$ cat src/rtl/bcd_countdown_timer_ctrl.sv
// MM:SS BCD countdown/up-count timer with 1 Hz prescaler, run/pause/expire control
// and a free-running 4-digit 7-segment scan multiplexer.
module bcd_countdown_timer_ctrl #(
  parameter int TICK_DIV = 50000000,
  parameter int SCAN_DIV = 50000,
  parameter int MM_T_MAX = 5
) (
  input  logic       clk,
  input  logic       reset,
  input  logic       load,
  input  logic [3:0] pre_mm_t,
  input  logic [3:0] pre_mm_u,
  input  logic [3:0] pre_ss_t,
  input  logic [3:0] pre_ss_u,
  input  logic       start,
  input  logic       pause,
  input  logic       up_mode,
  output logic [3:0] mm_t,
  output logic [3:0] mm_u,
  output logic [3:0] ss_t,
  output logic [3:0] ss_u,
  output logic       running,
  output logic       expired,
  output logic       done,
  output logic [6:0] seg,
  output logic [3:0] digit_en
);

  localparam int TICK_W = $clog2(TICK_DIV);
  localparam int SCAN_W = (SCAN_DIV > 1) ? $clog2(SCAN_DIV) : 1;
  localparam logic [3:0] MMT_MAX = 4'(MM_T_MAX);

  typedef enum logic [1:0] {IDLE, RUN, PAUSED, EXPIRED} stateT;

  stateT stateReg, stateNext;
  logic [TICK_W-1:0] prescReg;
  logic [SCAN_W-1:0] scanReg;
  logic [1:0] idxReg, idxNext;
  logic [3:0] digReg [4];   // index 0 = ss_u .. 3 = mm_t
  logic [3:0] digNext [4];
  logic [3:0] stepDig [4];
  logic [3:0] preClamp [4];
  logic tick, scanWrap, stepTerminal, curTerminal, doneReg;
  logic [3:0] digitEnReg, digitEnNext;
  logic [6:0] segReg, segNext;

  function automatic logic isTerminal(input logic [3:0] d3, input logic [3:0] d2,
                                      input logic [3:0] d1, input logic [3:0] d0,
                                      input logic up);
    if (up)
      return (d3 == MMT_MAX) && (d2 == 4'd9) && (d1 == 4'd5) && (d0 == 4'd9);
    else
      return (d3 == 4'd0) && (d2 == 4'd0) && (d1 == 4'd0) && (d0 == 4'd0);
  endfunction

  function automatic logic [6:0] decode(input logic [3:0] d);
    case (d)
      4'd0: return 7'b0111111;
      4'd1: return 7'b0000110;
      4'd2: return 7'b1011011;
      4'd3: return 7'b1001111;
      4'd4: return 7'b1100110;
      4'd5: return 7'b1101101;
      4'd6: return 7'b1111101;
      4'd7: return 7'b0000111;
      4'd8: return 7'b1111111;
      4'd9: return 7'b1101111;
      default: return 7'b0000000;
    endcase
  endfunction

  assign tick = (stateReg == RUN) && (prescReg == TICK_W'(TICK_DIV - 1));

  always_comb begin
    preClamp[0] = (pre_ss_u > 4'd9) ? 4'd9 : pre_ss_u;
    preClamp[1] = (pre_ss_t > 4'd5) ? 4'd5 : pre_ss_t;
    preClamp[2] = (pre_mm_u > 4'd9) ? 4'd9 : pre_mm_u;
    preClamp[3] = (pre_mm_t > MMT_MAX) ? MMT_MAX : pre_mm_t;
  end

  // One-second step with ripple carry/borrow through the BCD digits
  always_comb begin
    stepDig[0] = digReg[0];
    stepDig[1] = digReg[1];
    stepDig[2] = digReg[2];
    stepDig[3] = digReg[3];
    if (up_mode) begin
      if (digReg[0] != 4'd9) stepDig[0] = digReg[0] + 4'd1;
      else begin
        stepDig[0] = 4'd0;
        if (digReg[1] != 4'd5) stepDig[1] = digReg[1] + 4'd1;
        else begin
          stepDig[1] = 4'd0;
          if (digReg[2] != 4'd9) stepDig[2] = digReg[2] + 4'd1;
          else begin
            stepDig[2] = 4'd0;
            stepDig[3] = (digReg[3] >= MMT_MAX) ? 4'd0 : digReg[3] + 4'd1;
          end
        end
      end
    end else begin
      if (digReg[0] != 4'd0) stepDig[0] = digReg[0] - 4'd1;
      else begin
        stepDig[0] = 4'd9;
        if (digReg[1] != 4'd0) stepDig[1] = digReg[1] - 4'd1;
        else begin
          stepDig[1] = 4'd5;
          if (digReg[2] != 4'd0) stepDig[2] = digReg[2] - 4'd1;
          else begin
            stepDig[2] = 4'd9;
            stepDig[3] = (digReg[3] == 4'd0) ? MMT_MAX : digReg[3] - 4'd1;
          end
        end
      end
    end
  end

  assign stepTerminal = isTerminal(stepDig[3], stepDig[2], stepDig[1], stepDig[0], up_mode);
  assign curTerminal  = isTerminal(digReg[3], digReg[2], digReg[1], digReg[0], up_mode);

  always_comb begin
    digNext[0] = digReg[0];
    digNext[1] = digReg[1];
    digNext[2] = digReg[2];
    digNext[3] = digReg[3];
    if (load) begin
      digNext[0] = preClamp[0];
      digNext[1] = preClamp[1];
      digNext[2] = preClamp[2];
      digNext[3] = preClamp[3];
    end else if (tick) begin
      digNext[0] = stepDig[0];
      digNext[1] = stepDig[1];
      digNext[2] = stepDig[2];
      digNext[3] = stepDig[3];
    end
  end

  // State register (done is registered on the transition into EXPIRED)
  always_ff @(posedge clk) begin
    if (reset) begin
      stateReg <= IDLE;
      doneReg  <= 1'b0;
    end else begin
      stateReg <= stateNext;
      doneReg  <= (stateNext == EXPIRED) && (stateReg != EXPIRED);
    end
  end

  always_comb begin
    stateNext = stateReg;
    if (load) begin
      stateNext = IDLE;
    end else begin
      case (stateReg)
        IDLE, PAUSED: if (start && !curTerminal) stateNext = RUN;
        RUN: begin
          if (tick && stepTerminal) stateNext = EXPIRED;
          else if (pause)           stateNext = PAUSED;
        end
        default: stateNext = stateReg;
      endcase
    end
  end

  always_comb begin
    running = (stateReg == RUN);
    expired = (stateReg == EXPIRED);
    done    = doneReg;
  end

  always_ff @(posedge clk) begin
    if (reset) begin
      digReg[0] <= 4'd0;
      digReg[1] <= 4'd0;
      digReg[2] <= 4'd0;
      digReg[3] <= 4'd0;
      prescReg  <= '0;
    end else begin
      digReg[0] <= digNext[0];
      digReg[1] <= digNext[1];
      digReg[2] <= digNext[2];
      digReg[3] <= digNext[3];
      if (load)                 prescReg <= '0;
      else if (tick)            prescReg <= '0;
      else if (stateReg == RUN) prescReg <= prescReg + TICK_W'(1);
    end
  end

  // Display scan; seg is built from next-cycle digits so it always matches digit_en
  assign scanWrap = (scanReg == SCAN_W'(SCAN_DIV - 1));
  assign idxNext  = scanWrap ? idxReg + 2'd1 : idxReg;
  assign segNext  = decode(digNext[idxNext]);

  genvar gi;
  generate
    for (gi = 0; gi < 4; gi++) begin : genDigitEn
      assign digitEnNext[gi] = (idxNext == 2'(gi));
    end
  endgenerate

  always_ff @(posedge clk) begin
    if (reset) begin
      scanReg    <= '0;
      idxReg     <= 2'd0;
      digitEnReg <= 4'b0001;
      segReg     <= 7'b0111111;
    end else begin
      scanReg    <= scanWrap ? '0 : scanReg + SCAN_W'(1);
      idxReg     <= idxNext;
      digitEnReg <= digitEnNext;
      segReg     <= segNext;
    end
  end

  assign mm_t     = digReg[3];
  assign mm_u     = digReg[2];
  assign ss_t     = digReg[1];
  assign ss_u     = digReg[0];
  assign seg      = segReg;
  assign digit_en = digitEnReg;

endmodule

$ cat config.mk
export PLATFORM = sky130hd
export DESIGN_NAME = bcd_countdown_timer_ctrl
export DESIGN_NICKNAME = d
export VERILOG_FILES = /design/src/rtl/bcd_countdown_timer_ctrl.sv
export SDC_FILE = /design/constraint.sdc
export NUM_CORES = 1
export LEC_CHECK = 0
export ABC_AREA = 1
export CAP_MARGIN = 20
export CORE_MARGIN = 2
export CORE_UTILIZATION = 57
export CTS_CLUSTER_SIZE = 16
export DETAILED_ROUTE_END_ITERATION = 8
export PLACE_DENSITY = 0.9
export SLEW_MARGIN = 10
export SYNTH_ARGS = -nofsm -noshare
export SYNTH_HDL_FRONTEND = slang
export SYNTH_SLANG_ARGS = --single-unit
$ cat constraint.sdc
create_clock -name clk -period 3.1 [get_ports clk]
set_clock_uncertainty 0.1 [all_clocks]
set_input_delay 0.465 -clock clk [delete_from_list [all_inputs] [get_ports clk]]
set_output_delay 0.465 -clock clk [all_outputs]
set_load 0.02 [all_outputs]
==> impl_results.md <==
- Vert. Die Dim: around 96 um
- Mapped Nets: about 750
- Area contributors post-synth: dfxtp_1 31%, nand2_1 13%, nor2_1 7.1%
- Flop2flop setup slack: roughly 0.31 ns
- Largest net degree at the start of global routing: 25
- First-pass GRT wire length: between 15000 and 20000 um
- Final Hold Vio Count: 0
- XOR/XNOR Fraction of Synth Area: under 10%
- Post-DR wirelength/cell: 13.3 um
- FF/Latch Area: between 0.001 and 0.0015 mm^2
- Worst hold path class: reg2reg
- Total Negative Setup Slacks: 0 ns
- Period minus WS final: 2.79 ns
- Combinational share of power: a little under a fifth
- Yosys cell types: 52
- Post-DP HPWL: between 9000 and 10000 um
- Core area: 0.00822 mm^2
- Synth warnings: 0
- Initial antenna violation count: 0
- Max_cap viols: 0
- Slowest Stage Delay on Critical Path: roughly 0.37 ns
- Final Slew Violations: 0
- Cell Int Power: roughly 1.5 mW
- Final setup vio count: 0
- Total leakage power: around 2.5 nW
- Worst-Margin Slew: about 0.64 ns
- Vias in the first global route: roughly 4500
- N_diodes: 0
- Post-route ant nets: 0
- Worst setup path start: prescReg[1]
- Gr usage total: between 20% and 30%
- Asr flop ratio synth: 0%
- # hold bufs at CTS: 0
- R2R depth: 17
- Switch share: 29.6%
- Area leader, netlist: dfxtp_1
- CP Data Required Time: about 3.2 ns
- Num CTS Buffers: 9
- Synth top area share: a little under a third
- Post-synthesis sequential area ratio: a little under a third
- Bufs and invs on worst path: 2
- Cell Chain, Critical Path: ha_1, nand4_2, nor2_4, nand2_2, nor2_8, inv_2, o21ai_0, o31ai_1, nand2_1, nand3_1, nor2_2, inv_1, ha_1, nand2_1, nand2_1, nand2_1, nand2_1
- Mux cell area share after synthesis: 0%
- Hold depth: 1
- P per Cell Area: 372 mW/mm^2
- Vias post-DR: between 4000 and 5000
- Yosys reg bits: between 70 and 80
- P&R area growth vs syn: 18.0%
- Final cycle utilization of the critical path: between 80% and 90%
- First drt pass iteration count: 5
- I/O pin count: 52
- Post-Syn Area: a little under 0.005 mm^2
- Largest family of logic cells by synthesized area: simple AND/OR/NAND/NOR gates
- FILL cells: just under 700
- Clock latency on the worst-skew pair: ~0.35 ns
- Outcome: complete, no violations
- Post-Synth Adder-Cell Area: under 10%
- Top achievable clock speed: approximately 360 MHz
- Slew margin rel.: between 50% and 60%
- Hold Crit Start: scanReg[0]
- # resized after CTS: 0
- Most frequent CP cell: nand2_1
- CP Max Fanout: 9
- Overflow left after global routing: 0
- GP Congestion: roughly 0.96
- Buffers on Ports: ~50
- Post-CTS setup buffers: 0
- VDD IR-drop max: between 0.0004 and 0.0005 V
- Number of synthesized flops with an enable pin: 0
- Critical path type: reg2reg
- Via density: 5.45
- CP startpoint kind: flop
- Switching pwr: ~0.63 mW
- Worst Setup End Kind: flop
- DP Area: around 0.0055 mm^2
- TritonCTS clock tree: done
- Final WL: around 12000 um
- R2R Path End: seg[5]
- Slowest CP cell: dfxtp_1
- DRC: 0
- Die area: between 0.009 and 0.01 mm^2
- CTS Root Cell: clkbuf_8
- Compound-cell area share of the yosys netlist: between 10% and 20%
- R2r startpoint: prescReg[1]
- Multi-input gate area: between 0.002 and 0.003 mm^2
- Net count, final: approximately 800
- Mapped Cells: 719
- RSZ-0062 raised after global routing: false
- Worst path arrival time: a little under 3 ns
- Die W: ~96 um
- Ys flop type: dfxtp_1
- Hold EP: scanReg[0]
- Share of power burned in registers: between 40% and 50%
- Initial core utilization: around three fifths
- Top Family by Delay on Critical Path: simple AND/OR/NAND/NOR gates
- Initial DRC count: 250
- # H-tree levels: 3
- Floorplan row count: 33
- CTS clk-pin slew, worst paths: approximately 0.080 ns
- Clk pwr share: 33.8%
- Share of layout cells above drive strength 1: 14.0%
- Synth Area in Simple Gates: a little over two fifths
- CTS Sinks: 74
- Cell area after layout: between 0.005 and 0.006 mm^2
- CTS max path bufs: 2
- Synth Area per Inst: between 6 and 7 um^2
-- cell type report --
type / instances / share of cell area [%]
clock inverters: 3 / 0.396
clock buffers: 13 / 2.97
well taps: 105 / 2.31
flip-flops and latches: 74 / 26.1
inverters: 96 / 6.36
repair buffers: 61 / 10.3
multi-input cells: 537 / 51.6
-- flip-flops by register name, indices dropped and copies added (netlist names) --
register  cells
prescReg     26
digReg       16
scanReg      16
seg           7
digit_en      4
idxReg        2
stateReg      2
done          1
-- layout by cell type (no fill, tap or decap), drive strengths merged, types with 3 or more instances in the layout --
cell type	synthesis	layout
nand4	12	12
xor2	11	11
ha	11	11
buf	4	10
o21a	6	6
clkdlybuf4s50	0	51
nand2	186	186
clkinv	4	4
nand3	64	64
inv	92	92
a21oi	48	48
nor3b	6	6
clkbuf	8	13
dfxtp	74	74
nor2	114	114
nor3	20	20
clkinvlp	0	3
xnor2	3	3
o21ai	36	36
-- per-layer routing --
layer,GRT usage (%),part of all wire [%],up-vias
li1,-,-,2439
met3,5.56,6.0,34
met4,10.4,2.7,0
met5,0,0,-
met1,30.7,41,2225
met2,47.2,51,149
-- how the worst max path moves through the flow --
stage / endpoint / slack, ns / depth (start not counted)
floorplan: seg[3] / 0.58 / 17
global route: seg[5] / 0.03 / 18
CTS: seg[5] / 0.19 / 17
detailed placement: seg[5] / 0.02 / 16
finish: seg[5] / 0.31 / 17
global placement: seg[5] / 0.15 / 16
-- power by group through the flow --
stage | Clock [mW] | Sequential [mW] | Combinational (mW)
3_3_place_gp | 0 | 1.02 | 0.380
6_report | 0.714 | 1.00 | 0.398
4_1_cts | 0.721 | 1.00 | 0.394
2_1_floorplan | 0 | 1.05 | 0.233
3_5_place_dp | 0 | 1.02 | 0.392
5_1_grt | 0.768 | 1.01 | 0.439
-- stage by stage --
step                      power, mW  instances  util [%]  hold WS, ns  setup WS (ns)
final                          2.11        889      69.2        0.350          0.311
after global routing           2.21        889      69.2        0.377         0.0320
after CTS                      2.12        889      69.1        0.352          0.191
after detailed placement       1.42        873      66.8        0.338         0.0215
after global placement         1.40        873      66.8        0.327          0.149
after floorplan                1.28        719         -        0.318          0.581
-- kinds of logic after synthesis --
family	count (synthesis)
buf+inv	108
flops	74
fa+ha+maj	11
compound gates	103
xor+xnor	14
simple gates	409
-- Yosys cell counts (all sizes together), types with 3 or more instances --
library cell and count:
nand2 186, nand4 12, ha 11, o21ai 36
clkbuf 8, a21oi 48, clkinv 4, nor3 20
dfxtp 74, xor2 11, nand3 64, inv 92
nor3b 6, buf 4, o21a 6, xnor2 3
nor2 114
Note: power is estimated with default switching activity, not from simulation.
